**src/rtl/idss_feeder_if.sv**
```systemverilog
// External memory read port of the idss feeder: address/enable out, data back one cycle later.
interface idss_feeder_if #(
    parameter int ADDR_WIDTH    = 20,
    parameter int IO_DATA_WIDTH = 16
);
    logic                     mem_re;
    logic [ADDR_WIDTH-1:0]    mem_addr;
    logic [IO_DATA_WIDTH-1:0] mem_rdata;

    modport master (output mem_re, output mem_addr, input mem_rdata);
    modport slave  (input mem_re, input mem_addr, output mem_rdata);
endinterface

```
**src/rtl/idss_feeder.sv**
```systemverilog
// Fetches a 3-row pixel band column by column from memory and feeds the input data shift system,
// steering each column to a stage via LE_select and pulsing shift once per group of four columns.
module idss_feeder #(
    parameter int IO_DATA_WIDTH     = 16,
    parameter int ADDR_WIDTH        = 20,
    parameter int FEATURE_MAP_WIDTH = 1024,
    parameter int COL_WIDTH         = 11
) (
    input  logic                     clk,
    input  logic                     arst_n_in,
    input  logic                     start,
    input  logic [ADDR_WIDTH-1:0]    base_addr,
    input  logic [ADDR_WIDTH-1:0]    row_idx,
    input  logic [COL_WIDTH-1:0]     num_cols,
    input  logic                     stall,
    idss_feeder_if.master            mem,
    output logic [IO_DATA_WIDTH-1:0] row_1,
    output logic [IO_DATA_WIDTH-1:0] row_2,
    output logic [IO_DATA_WIDTH-1:0] row_3,
    output logic [1:0]               LE_select,
    output logic                     shift,
    output logic                     busy,
    output logic                     done
);

    localparam logic [ADDR_WIDTH-1:0] Pitch = ADDR_WIDTH'(FEATURE_MAP_WIDTH);

    typedef enum logic [2:0] {StIdle, StRd, StWb, StLoad, StShift, StFin} state_e;

    state_e                   state_q, state_d;
    logic [COL_WIDTH-1:0]     c_q, c_d;
    logic [1:0]               k_q, k_d;
    logic [ADDR_WIDTH-1:0]    base_q, base_d;
    logic [ADDR_WIDTH-1:0]    row_q, row_d;
    logic [COL_WIDTH-1:0]     num_q, num_d;
    logic [IO_DATA_WIDTH-1:0] stage_q [3];
    logic                     re_q;
    logic [1:0]               rk_q;
    logic [IO_DATA_WIDTH-1:0] row1_q, row2_q, row3_q;
    logic [1:0]               le_q;

    logic                     rd_issue;
    logic                     load_en;
    logic                     last_col;
    logic [ADDR_WIDTH-1:0]    row_sum;
    logic [ADDR_WIDTH-1:0]    rd_addr;

    assign last_col = (c_q == num_q - COL_WIDTH'(1));
    assign row_sum  = row_q + ADDR_WIDTH'(k_q);
    // Wraps modulo 2^ADDR_WIDTH by construction; no bounds check on rows or columns.
    assign rd_addr  = base_q + row_sum * Pitch + ADDR_WIDTH'(c_q);

    always_comb begin
        state_d  = state_q;
        c_d      = c_q;
        k_d      = k_q;
        base_d   = base_q;
        row_d    = row_q;
        num_d    = num_q;
        rd_issue = 1'b0;
        load_en  = 1'b0;
        shift    = 1'b0;
        case (state_q)
            StIdle: begin
                if (start) begin
                    base_d  = base_addr;
                    row_d   = row_idx;
                    num_d   = num_cols;
                    c_d     = '0;
                    k_d     = '0;
                    state_d = (num_cols == '0) ? StFin : StRd;
                end
            end
            StRd: begin
                if (!stall) begin
                    rd_issue = 1'b1;
                    if (k_q == 2'd2) begin
                        state_d = StWb;
                    end else begin
                        k_d = k_q + 2'd1;
                    end
                end
            end
            StWb: state_d = StLoad;
            StLoad: begin
                load_en = 1'b1;
                if (c_q[1:0] == 2'd3 || last_col) begin
                    state_d = StShift;
                end else begin
                    c_d     = c_q + COL_WIDTH'(1);
                    k_d     = '0;
                    state_d = StRd;
                end
            end
            StShift: begin
                if (!stall) begin
                    shift = 1'b1;
                    if (last_col) begin
                        state_d = StFin;
                    end else begin
                        c_d     = c_q + COL_WIDTH'(1);
                        k_d     = '0;
                        state_d = StRd;
                    end
                end
            end
            StFin:   state_d = StIdle;
            default: state_d = StIdle;
        endcase
    end

    always_ff @(posedge clk or negedge arst_n_in) begin
        if (!arst_n_in) begin
            state_q <= StIdle;
            c_q     <= '0;
            k_q     <= '0;
            base_q  <= '0;
            row_q   <= '0;
            num_q   <= '0;
        end else begin
            state_q <= state_d;
            c_q     <= c_d;
            k_q     <= k_d;
            base_q  <= base_d;
            row_q   <= row_d;
            num_q   <= num_d;
        end
    end

    // Read data lands one cycle after issue; remember which stage slot it belongs to.
    always_ff @(posedge clk or negedge arst_n_in) begin
        if (!arst_n_in) begin
            re_q <= 1'b0;
            rk_q <= '0;
            for (int i = 0; i < 3; i++) stage_q[i] <= '0;
        end else begin
            re_q <= rd_issue;
            rk_q <= k_q;
            if (re_q) stage_q[rk_q] <= mem.mem_rdata;
        end
    end

    always_ff @(posedge clk or negedge arst_n_in) begin
        if (!arst_n_in) begin
            row1_q <= '0;
            row2_q <= '0;
            row3_q <= '0;
            le_q   <= '0;
        end else if (load_en) begin
            row1_q <= stage_q[0];
            row2_q <= stage_q[1];
            row3_q <= stage_q[2];
            le_q   <= c_q[1:0];
        end
    end

    assign mem.mem_re   = rd_issue;
    assign mem.mem_addr = (state_q == StRd) ? rd_addr : '0;
    assign row_1        = row1_q;
    assign row_2        = row2_q;
    assign row_3        = row3_q;
    assign LE_select    = le_q;
    assign busy         = (state_q != StIdle);
    assign done         = (state_q == StFin);

endmodule

```
**src/flat_wrapper.sv**
```systemverilog
// flat-port wrapper written by rule: the top's interface ports become plain ports
module idss_feeder_flat 
#(
    parameter int IO_DATA_WIDTH     = 16,
    parameter int ADDR_WIDTH        = 20,
    parameter int FEATURE_MAP_WIDTH = 1024,
    parameter int COL_WIDTH         = 11
)
  (clk, arst_n_in, start, base_addr, row_idx, num_cols, stall, row_1, row_2, row_3, LE_select, shift, busy, done, mem_mem_re, mem_mem_addr, mem_mem_rdata);
  idss_feeder_if #(.ADDR_WIDTH(ADDR_WIDTH), .IO_DATA_WIDTH(IO_DATA_WIDTH)) mem_i ();
  input  logic clk;
  input  logic arst_n_in;
  input  logic start;
  input  logic [ADDR_WIDTH-1:0] base_addr;
  input  logic [ADDR_WIDTH-1:0] row_idx;
  input  logic [COL_WIDTH-1:0] num_cols;
  input  logic stall;
  output logic [IO_DATA_WIDTH-1:0] row_1;
  output logic [IO_DATA_WIDTH-1:0] row_2;
  output logic [IO_DATA_WIDTH-1:0] row_3;
  output logic [1:0] LE_select;
  output logic shift;
  output logic busy;
  output logic done;
  output wire logic [$bits(mem_i.mem_re)-1:0] mem_mem_re;
  output wire logic [$bits(mem_i.mem_addr)-1:0] mem_mem_addr;
  input wire logic [$bits(mem_i.mem_rdata)-1:0] mem_mem_rdata;
  assign mem_mem_re = mem_i.mem_re;
  assign mem_mem_addr = mem_i.mem_addr;
  assign mem_i.mem_rdata = mem_mem_rdata;
  idss_feeder #(.IO_DATA_WIDTH(IO_DATA_WIDTH), .ADDR_WIDTH(ADDR_WIDTH), .FEATURE_MAP_WIDTH(FEATURE_MAP_WIDTH), .COL_WIDTH(COL_WIDTH)) u_core (.clk(clk), .arst_n_in(arst_n_in), .start(start), .base_addr(base_addr), .row_idx(row_idx), .num_cols(num_cols), .stall(stall), .mem(mem_i), .row_1(row_1), .row_2(row_2), .row_3(row_3), .LE_select(LE_select), .shift(shift), .busy(busy), .done(done));
endmodule
```
**config.mk**
```make
export PLATFORM = sky130hd
export DESIGN_NAME = idss_feeder_flat
export DESIGN_NICKNAME = d
export VERILOG_FILES = /design/src/rtl/idss_feeder_if.sv /design/src/rtl/idss_feeder.sv /design/src/flat_wrapper.sv
export SDC_FILE = /design/constraint.sdc
export NUM_CORES = 1
export LEC_CHECK = 0
export CAP_MARGIN = 20
export CORE_ASPECT_RATIO = 0.7
export CORE_MARGIN = 2
export CORE_UTILIZATION = 45
export DETAILED_ROUTE_END_ITERATION = 16
export GPL_TIMING_DRIVEN = 0
export PLACE_DENSITY = 0.81
export SETUP_SLACK_MARGIN = 0.1
export SKIP_LAST_GASP = 1
export SLEW_MARGIN = 20
export SYNTH_ARGS = -nofsm -noshare
export SYNTH_HDL_FRONTEND = slang
export SYNTH_SLANG_ARGS = --single-unit
```
**constraint.sdc**
```tcl
create_clock -name clk -period 5.1 [get_ports clk]
set_input_delay 1.53 -clock clk [delete_from_list [all_inputs] [get_ports clk]]
set_output_delay 1.53 -clock clk [all_outputs]
set_load 0.03 [all_outputs]
```
==> impl_metrics.ini <==
[outcome]
status = finished with violations
violations = negative setup slack

[route]
avgViaCountPerCell = 5.22
vias = 6410
dr.pass1.iters = 5
drt_iter0_markers = 398
ant_nets = 0
wl_um = 20100
wl_per_cell_um = 16.3
post-route-drc-count = 0

[worst_setup_path]
regToRegSetupSlack_ns = 1.90
rr_worst_depth = 10
r2r-start = u_core.num_q[0]
crit_type = reg2out
end_kind = output pin
cpMaxStageDelayCell = dfrtp_2
cpMostUsedCell = buf_4
cp.required_ns = 3.57
crit_chain = buf_4 > fa_2 > xor2_1 > ha_1 > ha_4 > nand4_1 > a211o_1 > a21o_1 > a31oi_4 > o31a_1 > o21ai_1 > nor3b_2 > buf_4
max_stage_delay_ns = 0.45
startpoint_type = flop
crit_buf_inv = 2
critPathMaxFanout = 5
worstPathArrival_ns = 3.79
r2r-end = u_core.c_q[5]
critical-path-top-delay-family = adder cells

[power]
power_leakage_nw = 4.87
combPwrFrac_pct = 52.2
worst_ir_drop_vdd_uv = 307
swShare_pct = 42.8
internal_power_mw = 4.09
power_density_mw_per_mm2 = 691
p_sw_mw = 3.07
clock_power_share_pct = 17.4
seq_power_share_pct = 30.4

[placed_design]
place_ws_ns = -0.621
hpwl_um = 14300
io_buffer_count = 134
gp_congestion = 0.867
place_inst = 1185
place_area_sq_mm = 0.00954

[global_routing]
grt_pass1_vias = 6333
grt_pass1_wl_um = 32300
antenna_found_initial = 0
grt.total_usage_pct = 22.3
gr-total-overflow = 0
grt_max_degree = 95

[min_path]
hold_path_class = reg2reg
min_path_cells = 2
hp-start = u_core.stage_q[27]
hold-path-endpoint = u_core.row_2[11]

[clock_tree]
cts-root-buf = clkbuf_16
clock-sinks = 158
cts.clk_slew.worst_paths_ns = 0.07
cts_max_level = 4
cts-buffers-inserted = 17
clock_latency_ns = 0.43
hold_buffers = 0
clk_path_buf_depth = 2
cts_tree = built

[yosys]
yosys_register_bits = 158
synth_edf_count = 0
syn_inst = 819
syn_area_sq_mm = 0.00787
synth-simple-area-share_pct = 22.1
syn_avg_cell_area_sq_um = 9.61
synthXorXnorAreaFrac_pct = 3.90
synthMuxAreaShare_pct = 7.63
synth_fa_ha_area_share_pct = 7.28
yosys_most_used_dff = dfrtp_1
yosysSeqAreaShare_pct = 50.2
synth_fp_nets = 934
synth-async-reset-ratio_pct = 100
synth_top_family_by_area = simple AND/OR/NAND/NOR gates
synth_cell_types = 57
synth_warnings = 0
synth_compound_area_share_pct = 6.93

[flow_run]
drv_cap = 0

[cells_and_area]
diodes = 0
seq_area_sq_mm = 0.00396
multi_input_comb_area_sq_mm = 0.00394
drive_gt1_share_pct = 14.2
final_nets = 1099
utilization_pct = 60.6
fill_cells = 1422
area_delta_synth_final_pct = 31.8
fin_area_sq_mm = 0.0104
stdcell_count = 1228

[timing]
relSlewSlack_pct = 48.1
finalWorstSetupSlack_ns = -0.216
min_period_ns = 5.32
rsz0062_at_grt = true
fmax_mhz = 188
setup_viol = 3
final.period_utilization_pct = 104
timing.final.max_slew_violations = 0
finalClockSkew_ns = 0.0183
max_slew.worst_pin.slew_ns = 0.778
hold_violations = 0

[die]
core_sq_mm = 0.0171
initial_core_util_pct = 46.0
dieWidth_um = 162
io_pins = 145
die_h_um = 115
dieArea_sq_mm = 0.0186
row_count = 40
what timing repair did:
action / CTS / global route
endpoints found under the setup margin: 11 / 12
resized for setup: 61 / 21
pin swaps: 13 / 15
buffers inserted: 5 / 6
logic make-up (layout without fill, tap and decap cells):
group | Yosys count | count (layout)
AND/OR/NAND/NOR | 411 | 411
multiplexers | 53 | 53
XOR/XNOR | 35 | 35
adder cells (fa/ha/maj) | 44 | 44
flip-flops | 158 | 158
buffers and inverters | 38 | 216
AO/OA/AOI/OAI | 80 | 80
registers in the layout, summed over array words and instances (netlist names), 2 cells and up:
name              count
u_core.c_q           11
u_core.row_3         16
u_core.base_q        20
u_core.row_2         16
u_core.k_q            2
u_core.stage_q       48
u_core.rk_q           2
u_core.num_q         11
u_core.row_q         10
u_core.row_1         16
u_core.state_q        3
u_core.LE_select      2
placed cells by master (no fill, tap or decap), types with 5 or more instances in the layout:
cell,instances
nand2_1,292
dfrtp_1,155
clkdlybuf4s50_1,124
mux2_2,48
nor2_1,41
ha_1,36
clkbuf_1,28
xnor2_1,17
clkbuf_16,17
buf_4,17
xor2_1,16
a21oi_1,15
nor3_1,14
a21o_1,12
o21ai_0,8
nand3_1,8
and2_1,7
inv_1,7
nor2b_1,7
or3_1,6
nor4_1,5
nand4_1,5
o21ai_1,5
ha_4,5
power groups by stage:
stage | logic [mW] | clock network [mW] | registers, mW
after floorplan | 1.96 | 0 | 2.40
after global placement | 3.33 | 0 | 2.16
after detailed placement | 3.41 | 0 | 2.18
after CTS | 3.61 | 1.26 | 2.17
after global routing | 4.07 | 1.32 | 2.24
final | 3.74 | 1.25 | 2.18
cells in the mapped netlist, drive strengths merged, types with 2 or more instances:
cell | instances | area share (%)
o22ai | 2 | 0.16
and2 | 8 | 0.64
o21a | 3 | 0.29
nand3 | 8 | 0.51
or4b | 2 | 0.25
a31o | 4 | 0.45
nand3b | 2 | 0.19
nor3 | 15 | 0.95
o31a | 3 | 0.33
nor2b | 7 | 0.56
nor4 | 5 | 0.40
xnor2 | 19 | 2.1
o21ai | 14 | 0.89
nor3b | 4 | 0.45
nand4 | 5 | 0.40
mux2 | 50 | 7.3
and3 | 2 | 0.16
nor2 | 42 | 2.0
nand2b | 4 | 0.32
xor2 | 16 | 1.8
or3 | 6 | 0.48
mux2i | 3 | 0.38
ha | 41 | 6.5
inv | 7 | 0.33
fa | 3 | 0.76
o31ai | 2 | 0.19
or4 | 6 | 0.62
a21o | 12 | 1.1
a22oi | 2 | 0.19
buf | 3 | 0.25
a21oi | 18 | 1.1
nand2 | 293 | 14
a31oi | 6 | 0.48
o311ai | 2 | 0.22
dfrtp | 158 | 50
clkbuf | 28 | 1.3
worst reg2reg max path: cells and delay by family, from the launching register on:
| kind | cells | cell delay, ns |
|---|---|---|
| AOI/OAI and AO/OA | 4 | 0.91 |
| adders and majority gates | 1 | 0.28 |
| buffers and inverters | 2 | 0.33 |
| DFF | 1 | 0.44 |
| and+or+nand+nor | 3 | 1.17 |
how the worst max path moves through the flow:
stage / startpoint / to / slack, ns / depth (start not counted)
floorplan: u_core.k_q[0] / mem_mem_addr[19] / 0.16 / 12
global placement: arst_n_in / u_core.num_q[4] / -3.86 / 1
CTS: u_core.k_q[0] / mem_mem_addr[18] / -0.16 / 12
detailed placement: u_core.k_q[0] / mem_mem_addr[18] / -0.62 / 12
global route: u_core.row_q[1] / mem_mem_addr[18] / -0.34 / 12
finish: u_core.k_q[1] / mem_mem_addr[19] / -0.22 / 13
cell type report:
| cell class | instances | share of cell area (%) |
|---|---|---|
| Clock inverter | 15 | 1.58 |
| Sequential cell | 158 | 38.2 |
| Timing Repair Buffer | 146 | 13.9 |
| Clock buffer | 17 | 4.10 |
| Inverter | 7 | 0.253 |
| Multi-Input combinational cell | 623 | 38.0 |
| Buffer | 31 | 1.21 |
| Tap cell | 231 | 2.79 |
through the flow:
stage / hold WS (ns) / power [mW] / TNS [ns]
after floorplan: 0.417 / 4.36 / 0
after global placement: 0.441 / 5.49 / -608.38
after detailed placement: 0.449 / 5.59 / -1.43
after CTS: 0.467 / 7.04 / -0.328
after global routing: 0.477 / 7.63 / -0.927
final: 0.463 / 7.16 / -0.459
per-layer routing:
| metal | wire length [um] | share of wire [%] | track usage [%] |
|---|---|---|---|
| met1 | 9290 | 46 | 31.9 |
| met2 | 9010 | 45 | 34.3 |
| met3 | 1460 | 7.3 | 4.82 |
| met4 | 317 | 1.6 | 6.61 |
| met5 | 0 | 0 | 0 |
Power figures use the tool's default switching activity.
